File: config.mk
export PLATFORM = sky130hd
export DESIGN_NAME = pong_vga_renderer
export DESIGN_NICKNAME = d
export VERILOG_FILES = /design/src/rtl/pong_pkg.sv /design/src/rtl/pong_vga_renderer_sync.sv /design/src/rtl/pong_vga_renderer.sv
export SDC_FILE = /design/constraint.sdc
export NUM_CORES = 1
export LEC_CHECK = 0
export CAP_MARGIN = 10
export CORE_ASPECT_RATIO = 0.8
export CORE_MARGIN = 2
export CORE_UTILIZATION = 55
export CTS_CLUSTER_DIAMETER = 150
export DETAILED_ROUTE_END_ITERATION = 8
export DONT_BUFFER_PORTS = 1
export PLACE_DENSITY = 0.8
export SLEW_MARGIN = 20
export SYNTH_ARGS = -nofsm -noshare
export SYNTH_HDL_FRONTEND = slang
export SYNTH_SLANG_ARGS = --single-unit
File: constraint.sdc
create_clock -name clk -period 3.8 [get_ports clk]
set_input_delay 0.19 -clock clk [delete_from_list [all_inputs] [get_ports clk]]
set_output_delay 0.19 -clock clk [all_outputs]
set_load 0.02 [all_outputs]
File: src/rtl/pong_pkg.sv
// Shared constants and types for the pong display path.
// VGA 640x480@60 timing, playfield geometry, colours, distance helper.
package pong_pkg;

    localparam logic [9:0] H_ACTIVE = 10'd640;
    localparam logic [9:0] H_FP     = 10'd16;
    localparam logic [9:0] H_SYNC   = 10'd96;
    localparam logic [9:0] H_BP     = 10'd48;
    localparam logic [9:0] H_TOTAL  = 10'd800;

    localparam logic [9:0] V_ACTIVE = 10'd480;
    localparam logic [9:0] V_FP     = 10'd10;
    localparam logic [9:0] V_SYNC   = 10'd2;
    localparam logic [9:0] V_BP     = 10'd33;
    localparam logic [9:0] V_TOTAL  = 10'd525;

    localparam logic [9:0] H_SYNC_START = H_ACTIVE + H_FP;
    localparam logic [9:0] H_SYNC_END   = H_ACTIVE + H_FP + H_SYNC;
    localparam logic [9:0] V_SYNC_START = V_ACTIVE + V_FP;
    localparam logic [9:0] V_SYNC_END   = V_ACTIVE + V_FP + V_SYNC;

    localparam int CELL_SHIFT    = 2;
    localparam int SCREEN_W      = 160;
    localparam int SCREEN_H      = 120;
    localparam int PADDLE_EXTENT = 4;

    typedef struct packed {
        logic [1:0] r;
        logic [1:0] g;
        logic [1:0] b;
    } rgb_t;

    localparam rgb_t WHITE = rgb_t'(6'b11_11_11);
    localparam rgb_t GREY  = rgb_t'(6'b01_01_01);
    localparam rgb_t BLACK = rgb_t'(6'b00_00_00);

    // 9-bit difference so 0 vs 255 is a distance of 255, never 1.
    function automatic logic [8:0] abs_diff(
        input logic [7:0] a,
        input logic [7:0] b
    );
        logic [8:0] d;
        d = {1'b0, a} - {1'b0, b};
        return d[8] ? (~d + 9'd1) : d;
    endfunction

endpackage

File: src/rtl/pong_vga_renderer_sync.sv
// VGA timing generator: h/v counters, raw (unregistered) sync,
// active-area flag and vertical-blank-start pulse for the renderer.
module vga_sync_gen
    import pong_pkg::*;
(
    input  logic       clk,
    input  logic       rst_n,
    output logic [9:0] h,
    output logic [9:0] v,
    output logic       hsync_raw,
    output logic       vsync_raw,
    output logic       active,
    output logic       vblank_start
);

    always_ff @(posedge clk or negedge rst_n) begin
        if (!rst_n) begin
            h <= '0;
            v <= '0;
        end else if (h == H_TOTAL - 10'd1) begin
            h <= '0;
            v <= (v == V_TOTAL - 10'd1) ? '0 : v + 10'd1;
        end else begin
            h <= h + 10'd1;
        end
    end

    assign hsync_raw    = !(h >= H_SYNC_START && h < H_SYNC_END);
    assign vsync_raw    = !(v >= V_SYNC_START && v < V_SYNC_END);
    assign active       = (h < H_ACTIVE) && (v < V_ACTIVE);
    assign vblank_start = (h == 10'd0) && (v == V_ACTIVE);

endmodule

File: src/rtl/pong_vga_renderer.sv
// Renders ball, paddles and net from per-frame position snapshots.
// Ports: clk, rst_n, positions in -> hsync/vsync/rgb/frame_tick/display_en, uo_out (TinyVGA).
module pong_vga_renderer #(
    parameter int CELL_SHIFT    = pong_pkg::CELL_SHIFT,
    parameter int SCREEN_W      = pong_pkg::SCREEN_W,
    parameter int SCREEN_H      = pong_pkg::SCREEN_H,
    parameter int PADDLE_EXTENT = pong_pkg::PADDLE_EXTENT
) (
    input  logic       clk,
    input  logic       rst_n,
    input  logic [7:0] ball_x,
    input  logic [7:0] ball_y,
    input  logic [7:0] left_paddle_y,
    input  logic [7:0] right_paddle_y,
    output logic       hsync,
    output logic       vsync,
    output logic [1:0] red,
    output logic [1:0] green,
    output logic [1:0] blue,
    output logic       frame_tick,
    output logic       display_en,
    output logic [7:0] uo_out
);
    import pong_pkg::*;

    logic [9:0] h;
    logic [9:0] v;
    logic       hsync_raw;
    logic       vsync_raw;
    logic       active;
    logic       vblank_start;

    vga_sync_gen u_sync (
        .clk          (clk),
        .rst_n        (rst_n),
        .h            (h),
        .v            (v),
        .hsync_raw    (hsync_raw),
        .vsync_raw    (vsync_raw),
        .active       (active),
        .vblank_start (vblank_start)
    );

    logic [7:0] shadow_ball_x;
    logic [7:0] shadow_ball_y;
    logic [7:0] shadow_left_y;
    logic [7:0] shadow_right_y;

    logic [9:0] cx;
    logic [9:0] cy;
    logic       ball_hit;
    logic       left_hit;
    logic       right_hit;
    logic       net_hit;
    rgb_t       pix;
    rgb_t       rgb;

    assign cx = h >> CELL_SHIFT;
    assign cy = v >> CELL_SHIFT;

    // Off-screen ball coordinates must never alias into the blanking
    // region's cell numbers, so range-check against the playfield.
    assign ball_hit = (cx == {2'b0, shadow_ball_x})
                   && (cy == {2'b0, shadow_ball_y})
                   && ({2'b0, shadow_ball_x} < 10'(SCREEN_W))
                   && ({2'b0, shadow_ball_y} < 10'(SCREEN_H));

    assign left_hit  = (cx == 10'd0)
                    && (abs_diff(cy[7:0], shadow_left_y) <= 9'(PADDLE_EXTENT));
    assign right_hit = (cx == 10'(SCREEN_W - 1))
                    && (abs_diff(cy[7:0], shadow_right_y) <= 9'(PADDLE_EXTENT));
    assign net_hit   = (cx == 10'(SCREEN_W / 2)) && !cy[2];

    always_comb begin
        pix = BLACK;
        if (ball_hit)       pix = WHITE;
        else if (left_hit)  pix = WHITE;
        else if (right_hit) pix = WHITE;
        else if (net_hit)   pix = GREY;
    end

    always_ff @(posedge clk or negedge rst_n) begin
        if (!rst_n) begin
            hsync          <= 1'b1;
            vsync          <= 1'b1;
            rgb            <= BLACK;
            frame_tick     <= 1'b0;
            display_en     <= 1'b0;
            shadow_ball_x  <= '0;
            shadow_ball_y  <= '0;
            shadow_left_y  <= '0;
            shadow_right_y <= '0;
        end else begin
            hsync      <= hsync_raw;
            vsync      <= vsync_raw;
            display_en <= active;
            frame_tick <= vblank_start;
            rgb        <= active ? pix : BLACK;
            if (vblank_start) begin
                shadow_ball_x  <= ball_x;
                shadow_ball_y  <= ball_y;
                shadow_left_y  <= left_paddle_y;
                shadow_right_y <= right_paddle_y;
            end
        end
    end

    assign red   = rgb.r;
    assign green = rgb.g;
    assign blue  = rgb.b;

    assign uo_out = {hsync, blue[0], green[0], red[0],
                     vsync, blue[1], green[1], red[1]};

endmodule

==> results of run 1 <==
==> worst max-delay path by stage <==
stage | from | endpoint | slack, ns | cells after the start
after global placement | u_sync.v[2] | blue[0] | 0.92 | 12
after CTS | u_sync.v[2] | blue[1] | 0.81 | 12
final | u_sync.v[2] | blue[1] | 0.75 | 12
after global routing | u_sync.v[2] | blue[1] | 0.53 | 12
after detailed placement | u_sync.v[2] | blue[1] | 0.82 | 12
after floorplan | u_sync.v[2] | blue[0] | 1.10 | 13
==> cell usage in the layout (no fill, tap or decap), types with 6 or more instances in the layout <==
| cell type | n |
|---|---|
| nand2_1 | 36 |
| inv_1 | 28 |
| xor2_1 | 24 |
| nand3_1 | 17 |
| ha_1 | 20 |
| o21ai_0 | 30 |
| clkbuf_8 | 11 |
| dfrtp_1 | 56 |
| nand4_1 | 6 |
| a21oi_1 | 9 |
| dlygate4sd3_1 | 32 |
| xnor2_1 | 13 |
| mux2_2 | 17 |
| nor2_1 | 16 |
| nor4_1 | 9 |
| nor3_1 | 8 |
==> kinds of logic after synthesis <==
kind of cell,after synthesis,synth area share (%)
AOI/OAI and AO/OA,75,13.3
DFF,58,39.4
xor gates and xnor gates,37,8.77
buffers and inverters,59,7.69
adders and majority gates,22,7.86
and+or+nand+nor,124,17.3
muxes,19,5.72
==> final cells by class <==
cell class / count / area [sq um]
fill: 473 / 2190
tap: 84 / 105
clock buffer: 12 / 155
inverter: 28 / 105
timing repair buffer: 34 / 355
sequential: 58 / 1450
multi-input combinational: 277 / 1980
clock inverter: 4 / 98.8
==> power breakdown <==
| part | leakage, nW | total [mW] | switching, mW | internal, mW |
|---|---|---|---|---|
| Clock | 0.127 | 0.735 | 0.262 | 0.473 |
| Sequential | 0.706 | 0.617 | 0 | 0.617 |
| Combinational | 1.21 | 0.0419 | 0.0169 | 0.0251 |
==> registers in the layout, indices dropped and copies added (netlist names) <==
name,cells
vsync,1
hsync,1
shadow_right_y,8
blue,2
shadow_ball_x,8
shadow_left_y,8
display_en,1
u_sync.h,10
u_sync.v,10
shadow_ball_y,8
frame_tick,1
==> metal layers <==
| layer | vias up | wire, microns |
|---|---|---|
| met5 | - | 0 |
| met4 | 0 | 329 |
| met3 | 36 | 627 |
| met2 | 134 | 4080 |
| met1 | 1450 | 3620 |
| li1 | 1408 | - |
==> metrics by stage <==
stage               setup slack, ns  hold slack [ns]  cells
CTS                           0.812         0.000992    496
detailed placement            0.821           -0.104    448
finish                        0.746           0.0147    497
floorplan                      1.10           -0.106    394
global route                  0.532         0.000907    497
global placement              0.922           -0.104    448
==> flow_summary.ini, run 1 <==
[global_route]
globalRouteOverflowTotal = 0
grt_max_degree = 59
met3_usage_pct = 7.37
grtUsageTotal_pct = 26.0
grtUsageMet2_pct = 40.8
grt_pass1_vias = 3075
antenna_found_initial = 0
grt_pass1_wl_microns = 14700
met1_usage_pct = 32.9
grt-busiest-layer = met2

[synthesis]
synth_top_area_share_pct = 37.9
synthMostInstantiatedCell = dfrtp_1
ys_top_cells_by_count = dfrtp_1, nand2_1, o21ai_0
ys_seq_area_share_pct = 39.4
synth_ff_type = dfrtp_1
syn-num-nets = 450
synth-edff-count = 0
ys_types = 52
synth_area_sq_um = 3690
async_reset_ff_share_pct = 100
avgSynthCellArea_sq_um = 9.37
yosysWarnings = 0
yosysTopAreaCell = dfrtp_1
synth_seq_cells = 58
yosys-top-cells-area = dfrtp_1, ha_1, xor2_1
synthCells = 394

[layout]
syn2layout_area_growth_pct = 15.1
fin_util_pct = 66.0
drive_above_1_share_pct = 10.9
stdcell_area_sq_um = 4250
nNetsFinal = 464
diodes = 0

[setup_path]
end_kind = flop
worstPathRequired_ns = 4.02
worst-path-buf-inv = 2
cpPeakStageDelay_ns = 0.47
r2r_start = u_sync.v[2]
start_kind = flop
path_class = flop to flop
reg2reg_depth = 12
cp.arrival_ns = 3.27
r2r_setup_slack_ns = 0.75
slowest_stage = dfrtp_1
crit_path_max_fanout = 9
r2r_end = blue[1]
path_delay_family = compound AO/OA/AOI/OAI gates
path_cells = inv_1 > ha_1 > inv_1 > fa_1 > a21o_1 > a21o_1 > xor2_1 > o2bb2ai_1 > o2111a_1 > a211o_1 > a31oi_1 > a21oi_1

[clock_network]
cts_buffers = 9
clockRootBuffer = clkbuf_8
post-cts-setup-buffers = 0
path_clk_slew_ns = 0.07
cts.sinks = 58
cts_max_path_buffers = 2
cts_max_level = 3
postCtsHoldBufs = 32
post_cts_resized = 0
insertion_delay_ns = 0.35
cts_tree = yes

[timing]
period_share_pct = 80.4
finalCriticalPeriod_ns = 3.05
drv_slew = 0
clock_skew_ns = 0.0137
setup_tns_ns = 0
tightest_slew_ns = 1.08
rsz0062_at_grt = no
final-hold-violation-count = 0
timing.slew.headroom_pct = 28.2
max_freq_ghz = 0.327
final-setup-viol-count = 0

[floorplan]
coreArea_sq_um = 6440
rows = 26
start_util_pct = 57.3
fp.dieW_microns = 95.6
dieArea_sq_um = 7390
io_pins = 52
die_h_microns = 77.3

[drt]
via_per_inst = 6.09
drc = 0
vias = 3028
first_pass_iters = 4
drt-initial-drc-count = 221
wl_per_cell_microns = 17.4
ant_nets = 0
routed_wl_microns = 8650

[min_path]
hold_end = shadow_ball_y[2]
hold_path_depth = 1
hp-start = ball_y[2]
min_path_type = primary input to flop

[status]
status = complete, no violations

[run]
maxCapViolations = 0

[power]
peakVddDrop_mv = 0.248
powerDensity_nw_per_um2 = 328
total_power_mw = 1.39
leakage_nw = 2.04

[placed_design]
dpl_cell_area_sq_um = 3640
dp_hpwl_microns = 5820
gp_congestion = 0.882
io_buffers = 0
No activity file was read; power rests on OpenSTA's default activity.
==> inputs of run 2 (changes only) <==
--- a/config.mk
+++ b/config.mk
@@ -5,6 +5,7 @@
 export SDC_FILE = /design/constraint.sdc
 export NUM_CORES = 1
 export LEC_CHECK = 0
+export ABC_AREA = 1
 export CAP_MARGIN = 10
 export CORE_ASPECT_RATIO = 0.8
 export CORE_MARGIN = 2
@@ -12,7 +13,7 @@
 export CTS_CLUSTER_DIAMETER = 150
 export DETAILED_ROUTE_END_ITERATION = 8
 export DONT_BUFFER_PORTS = 1
-export PLACE_DENSITY = 0.8
+export PLACE_DENSITY = 0.83
 export SLEW_MARGIN = 20
 export SYNTH_ARGS = -nofsm -noshare
 export SYNTH_HDL_FRONTEND = slang
==> constraint.sdc (replaced) <==
create_clock -name clk -period 2.7 [get_ports clk]
set_input_delay 0.135 -clock clk [delete_from_list [all_inputs] [get_ports clk]]
set_output_delay 0.135 -clock clk [all_outputs]
set_load 0.02 [all_outputs]
==> run 2 against run 1 <==
Count of clock-buffer cells in the layout unchanged. Worst setup slack worse by 0.52 ns. Clock skew shrank 0.0080 ns. Critical path depth up 5. Synthesized cell count up 46%. Clock power up 1%. Hold slack better by 0.31 ns. Final cell count is 39% higher. Final area up 7.0%. Synthesized area grew 8.5%. Largest power group is now sequential cells. Highest routed layer unchanged.
==> flow_summary.ini, run 2 <==
[status]
status = complete, no violations

[setup_path]
end_kind = flop
worstPathRequired_ns = 2.97
path_depth = 17
crit_path_max_fanout = 6
reg2reg_depth = 17
cp.arrival_ns = 2.75
path_delay_family = simple AND/OR/NAND/NOR gates
worst-path-buf-inv = 2
start_kind = flop
slowest_stage = dfrtp_2
path_class = flop to flop
cp_common_cell = nand2_1
path_cells = inv_2 > ha_1 > inv_1 > fa_1 > nand3_2 > nand3_2 > nand2_1 > nand2_1 > nand3_1 > nor2_1 > nand3_1 > nand2_1 > nor2_1 > nand2_1 > nand3_1 > nand2_1 > nand2_1
cpPeakStageDelay_ns = 0.45

[synthesis]
avgSynthCellArea_sq_um = 6.96
syn-num-nets = 632
ys_types = 39
synth_ff_type = dfrtp_1
synthCells = 576
yosys-top-cells-area = dfrtp_1, nand2_1, inv_1
synthMostInstantiatedCell = nand2_1
synth_top_area_share_pct = 35.0
synth-edff-count = 0
ys_top_cells_by_count = nand2_1, inv_1, dfrtp_1
async_reset_ff_share_pct = 100
yosysWarnings = 0
synth_area_sq_um = 4010
ys_seq_area_share_pct = 36.3
synth_seq_cells = 58
yosysTopAreaCell = dfrtp_1

[clock_network]
cts_max_level = 3
path_clk_slew_ns = 0.07
clockRootBuffer = clkbuf_8
cts.sinks = 58
insertion_delay_ns = 0.34
post-cts-setup-buffers = 0
cts_tree = yes
cts_buffers = 9
cts_max_path_buffers = 2

[placed_design]
dp_cells = 643
io_buffers = 0
place_worst_setup_slack_ns = 0.155
gp_congestion = 0.915
dp_hpwl_microns = 7150

[drt]
first_pass_iters = 6
vias = 3700
routed_wl_microns = 9990
wl_per_cell_microns = 14.4
ant_nets = 0
drt-initial-drc-count = 326
via_per_inst = 5.34
drc = 0

[layout]
diodes = 0
nNetsFinal = 657
fillCellCount = 595
final_cell_count_no_fill = 693
drive_above_1_share_pct = 5.61
final_cell_mix = nand2_1, inv_1, dfrtp_1
fin_util_pct = 65.4
final_common_cell = nand2_1
syn2layout_area_growth_pct = 13.5
top_regs = u_sync.h: 10 flops, u_sync.v: 10 flops

[power]
peakVddDrop_mv = 0.304
total_power_mw = 1.67
leakage_nw = 2.37
powerDensity_nw_per_um2 = 368

[timing]
fin_ws_ns = 0.224
drv_slew = 0
period_share_pct = 91.7
tightest_slew_ns = 1.06
final-hold-violation-count = 0
final-setup-viol-count = 0
clock_skew_ns = 0.00573
finalCriticalPeriod_ns = 2.48
max_freq_ghz = 0.404
timing.slew.headroom_pct = 29.1
rsz0062_at_grt = no
setup_tns_ns = 0

[global_route]
globalRouteOverflowTotal = 0
grtUsageTotal_pct = 26.7
grt_pass1_vias = 3571
grt_pass1_wl_microns = 16400
grt_max_degree = 59
antenna_found_initial = 0

[floorplan]
fp.dieW_microns = 99.5
die_h_microns = 80.4
dieArea_sq_um = 7990
coreArea_sq_um = 6960
io_pins = 52
rows = 27
start_util_pct = 57.6

[min_path]
min_path_type = primary input to asynchronous set/reset pin

[run]
maxCapViolations = 0
-- run 2: cell count changes in the layout (fill, tap and decap cells not counted), moves of 6 or more --
cell,before,now
inv_1,28,96
mux2_2,17,0
nand2_1,36,189
nand3_1,17,45
nor2_1,16,38
nor4_1,9,3
o21ai_0,30,24
o22ai_1,1,7
xnor2_1,13,3
xor2_1,24,7
-- run 2: layout make-up --
type / count / area (sq um) / area share [%]
timing repair buffer: 36 / 385 / 8.47
multi-input combinational: 397 / 2050 / 45.0
sequential: 58 / 1460 / 32.0
clock inverter: 4 / 26.3 / 0.577
tap: 87 / 109 / 2.39
clock buffer: 12 / 155 / 3.41
inverter: 99 / 372 / 8.16
-- run 2: power by group --
group	switching, mW	leakage [nW]	total [mW]	internal [mW]
Sequential	0	0.615	0.869	0.869
Clock	0.363	0.0924	0.744	0.382
Combinational	0.0247	1.66	0.0606	0.0359
-- run 2: path summary, 6_finish.rpt --
| check | to | slack [ns] | startpoint |
|---|---|---|---|
| worst max-delay path | blue[0] | 0.22 | u_sync.v[2] |
| max in group asynchronous | hsync | 2.09 | rst_n |
| worst max register to register | blue[0] | 0.22 | u_sync.v[2] |
| worst min-delay path | u_sync.h[8] | 0.32 | rst_n |
| worst min register to register | u_sync.h[0] | 0.46 | u_sync.h[0] |
| min in group clk | shadow_ball_x[7] | 0.44 | ball_x[7] |
-- run 2: routing by layer --
layer  part of all wire [%]  global-route usage (%)  vias up
li1                       -                       -     1870
met2                     44                    43.2      136
met5                      0                       0        -
met1                     46                    35.3     1677
met4                    1.9                    9.04        0
met3                    7.2                    6.61       17
-- run 2: cell families (layout without fill, tap and decap cells) --
logic type	Yosys count	in the layout	share of synthesized area (%)
AOI/OAI and AO/OA	59	59	8.71
xor gates and xnor gates	10	10	2.18
DFF	58	58	36.3
adders and majority gates	22	22	7.24
buffers and inverters	121	151	12.9
and+or+nand+nor	306	306	32.7
-- run 2: stage by stage --
step                      hold WS [ns]  area (sq um)
after floorplan                 -0.161          4010
after global placement          -0.159          4000
after detailed placement        -0.159          4000
after CTS                        0.323          4540
after global routing             0.343          4550
final                            0.320          4550
-- run 2: what timing repair did --
item                                   CTS  global route
endpoints found under the hold margin   90             0
resized for setup                        0             4
setup endpoints to repair                0             2
hold buffers                            34             0
==> inputs of run 3 (changes only) <==
--- a/config.mk
+++ b/config.mk
@@ -7,7 +7,7 @@
 export LEC_CHECK = 0
 export ABC_AREA = 1
 export CAP_MARGIN = 10
-export CORE_ASPECT_RATIO = 0.8
+export CORE_ASPECT_RATIO = 1.4
 export CORE_MARGIN = 2
 export CORE_UTILIZATION = 55
 export CTS_CLUSTER_DIAMETER = 150
==> run 3 against run 2 <==
Count of clock-buffer cells in the layout down 2. Sequential power about the same. Die area about the same. Critical path type unchanged.
==> flow_summary.ini, run 3 (synthesis results as in run 2) <==
[clock_network]
post-cts-setup-buffers = 0
cts_tree = yes
clockRootBuffer = clkbuf_8
cts_buffers = 9
path_clk_slew_ns = 0.07
cts_max_level = 3
insertion_delay_ns = 0.34
cts.sinks = 58
cts_max_path_buffers = 2

[setup_path]
reg2reg_depth = 17
start_kind = flop
slowest_stage = dfrtp_2
end_kind = flop
r2r_end = blue[0]
r2r_setup_slack_ns = 0.25
cpPeakStageDelay_ns = 0.45
r2r_start = u_sync.v[2]
path_cells = inv_2 > ha_1 > inv_1 > fa_1 > nand3_1 > nand3_2 > nand2_1 > nand2_1 > nand3_1 > nor2_1 > nand3_1 > nand2_1 > nor2_1 > nand2_1 > nand3_1 > nand2_1 > nand2_1
path_class = flop to flop
crit_path_max_fanout = 6
cp.arrival_ns = 2.73
cp_common_cell = nand2_1
worstPathRequired_ns = 2.98

[placed_design]
gp_congestion = 0.966
place_worst_setup_slack_ns = 0.203
dpl_cell_area_sq_um = 4000
io_buffers = 0
dp_hpwl_microns = 7180

[power]
leakage_nw = 2.38
powerDensity_nw_per_um2 = 372
total_power_mw = 1.69
peakVddDrop_mv = 0.408

[layout]
nNetsFinal = 658
drive_above_1_share_pct = 5.60
stdcell_area_sq_um = 4560
final_cell_mix = nand2_1, inv_1, dfrtp_1
ff_latch_area_sq_um = 1460
syn2layout_area_growth_pct = 13.6
top_regs = u_sync.h: 10 flops, u_sync.v: 10 flops
final_common_cell = nand2_1
multi_input_area_sq_um = 2040
diodes = 0
fillCellCount = 605

[global_route]
globalRouteOverflowTotal = 0
grtUsageTotal_pct = 26.8
grt_pass1_vias = 3862
grt_max_degree = 59
grt_pass1_wl_microns = 17100
antenna_found_initial = 0

[drt]
via_per_inst = 5.48
ant_nets = 0
routed_wl_microns = 10100
drt-initial-drc-count = 224
vias = 3844
first_pass_iters = 7
wl_per_cell_microns = 14.3
drc = 0

[timing]
tightest_slew_ns = 1.08
setup_tns_ns = 0
clock_skew_ns = 0.0139
drv_slew = 0
finalCriticalPeriod_ns = 2.45
fin_ws_ns = 0.250
final-setup-viol-count = 0
final-hold-violation-count = 0
hold_slack_ns = 0.334
max_freq_ghz = 0.408
period_share_pct = 90.7
timing.slew.headroom_pct = 28.2

[status]
status = complete, no violations

[floorplan]
rows = 36
dieArea_sq_um = 8000
coreArea_sq_um = 7030
die_h_microns = 105
start_util_pct = 57.1
io_pins = 52
fp.dieW_microns = 76.2

[run]
maxCapViolations = 0

[min_path]
min_path_type = primary input to asynchronous set/reset pin
## run 3: cell type report
cell class	instances	area share [%]
clock buffers	10	2.80
clock inverters	6	1.26
inverters	99	8.16
multi-input cells	397	44.9
flip-flops and latches	58	31.9
well taps	95	2.61
repair buffers	37	8.35
## run 3: timing repair
item / 4_1_cts / 5_1_grt
resized for setup: 0 / 3
endpoints found under the setup margin: 0 / 2
hold endpoints to repair: 90 / 0
hold buffers: 34 / 0
## run 3: worst max path at each step
stage / depth (start not counted) / startpoint / end
2_1_floorplan: 15 / u_sync.v[2] / blue[0]
3_3_place_gp: 15 / u_sync.v[2] / blue[0]
6_report: 17 / u_sync.v[2] / blue[0]
5_1_grt: 19 / u_sync.v[2] / blue[0]
3_5_place_dp: 15 / u_sync.v[2] / blue[0]
4_1_cts: 15 / u_sync.v[2] / blue[0]
## run 3: stage by stage
| stage | util (%) | cells |
|---|---|---|
| CTS | 64.7 | 702 |
| finish | 64.8 | 702 |
| detailed placement | 57.0 | 652 |
| global placement | 57.0 | 652 |
| floorplan | - | 576 |
| global route | 64.8 | 702 |
## run 3: worst max-delay path: cells and delay by family, from the launching register on
family,cells,cell delay (ns)
AND/OR/NAND/NOR,13,1.20
buffers and inverters,2,0.18
adder cells (fa/ha/maj),2,0.55
flip-flops,1,0.45
## run 3: metal layers
| metal | track usage [%] | share of wire (%) |
|---|---|---|
| met5 | 0 | 0 |
| met2 | 48.8 | 53 |
| met1 | 29.1 | 39 |
| met4 | 14.8 | 4.7 |
| met3 | 4.84 | 3.3 |
## run 3: report_power, final
part           total (mW)  internal (mW)  switching [mW]
clock               0.764          0.419           0.345
combinational      0.0612         0.0360          0.0253
sequential          0.869          0.869               0
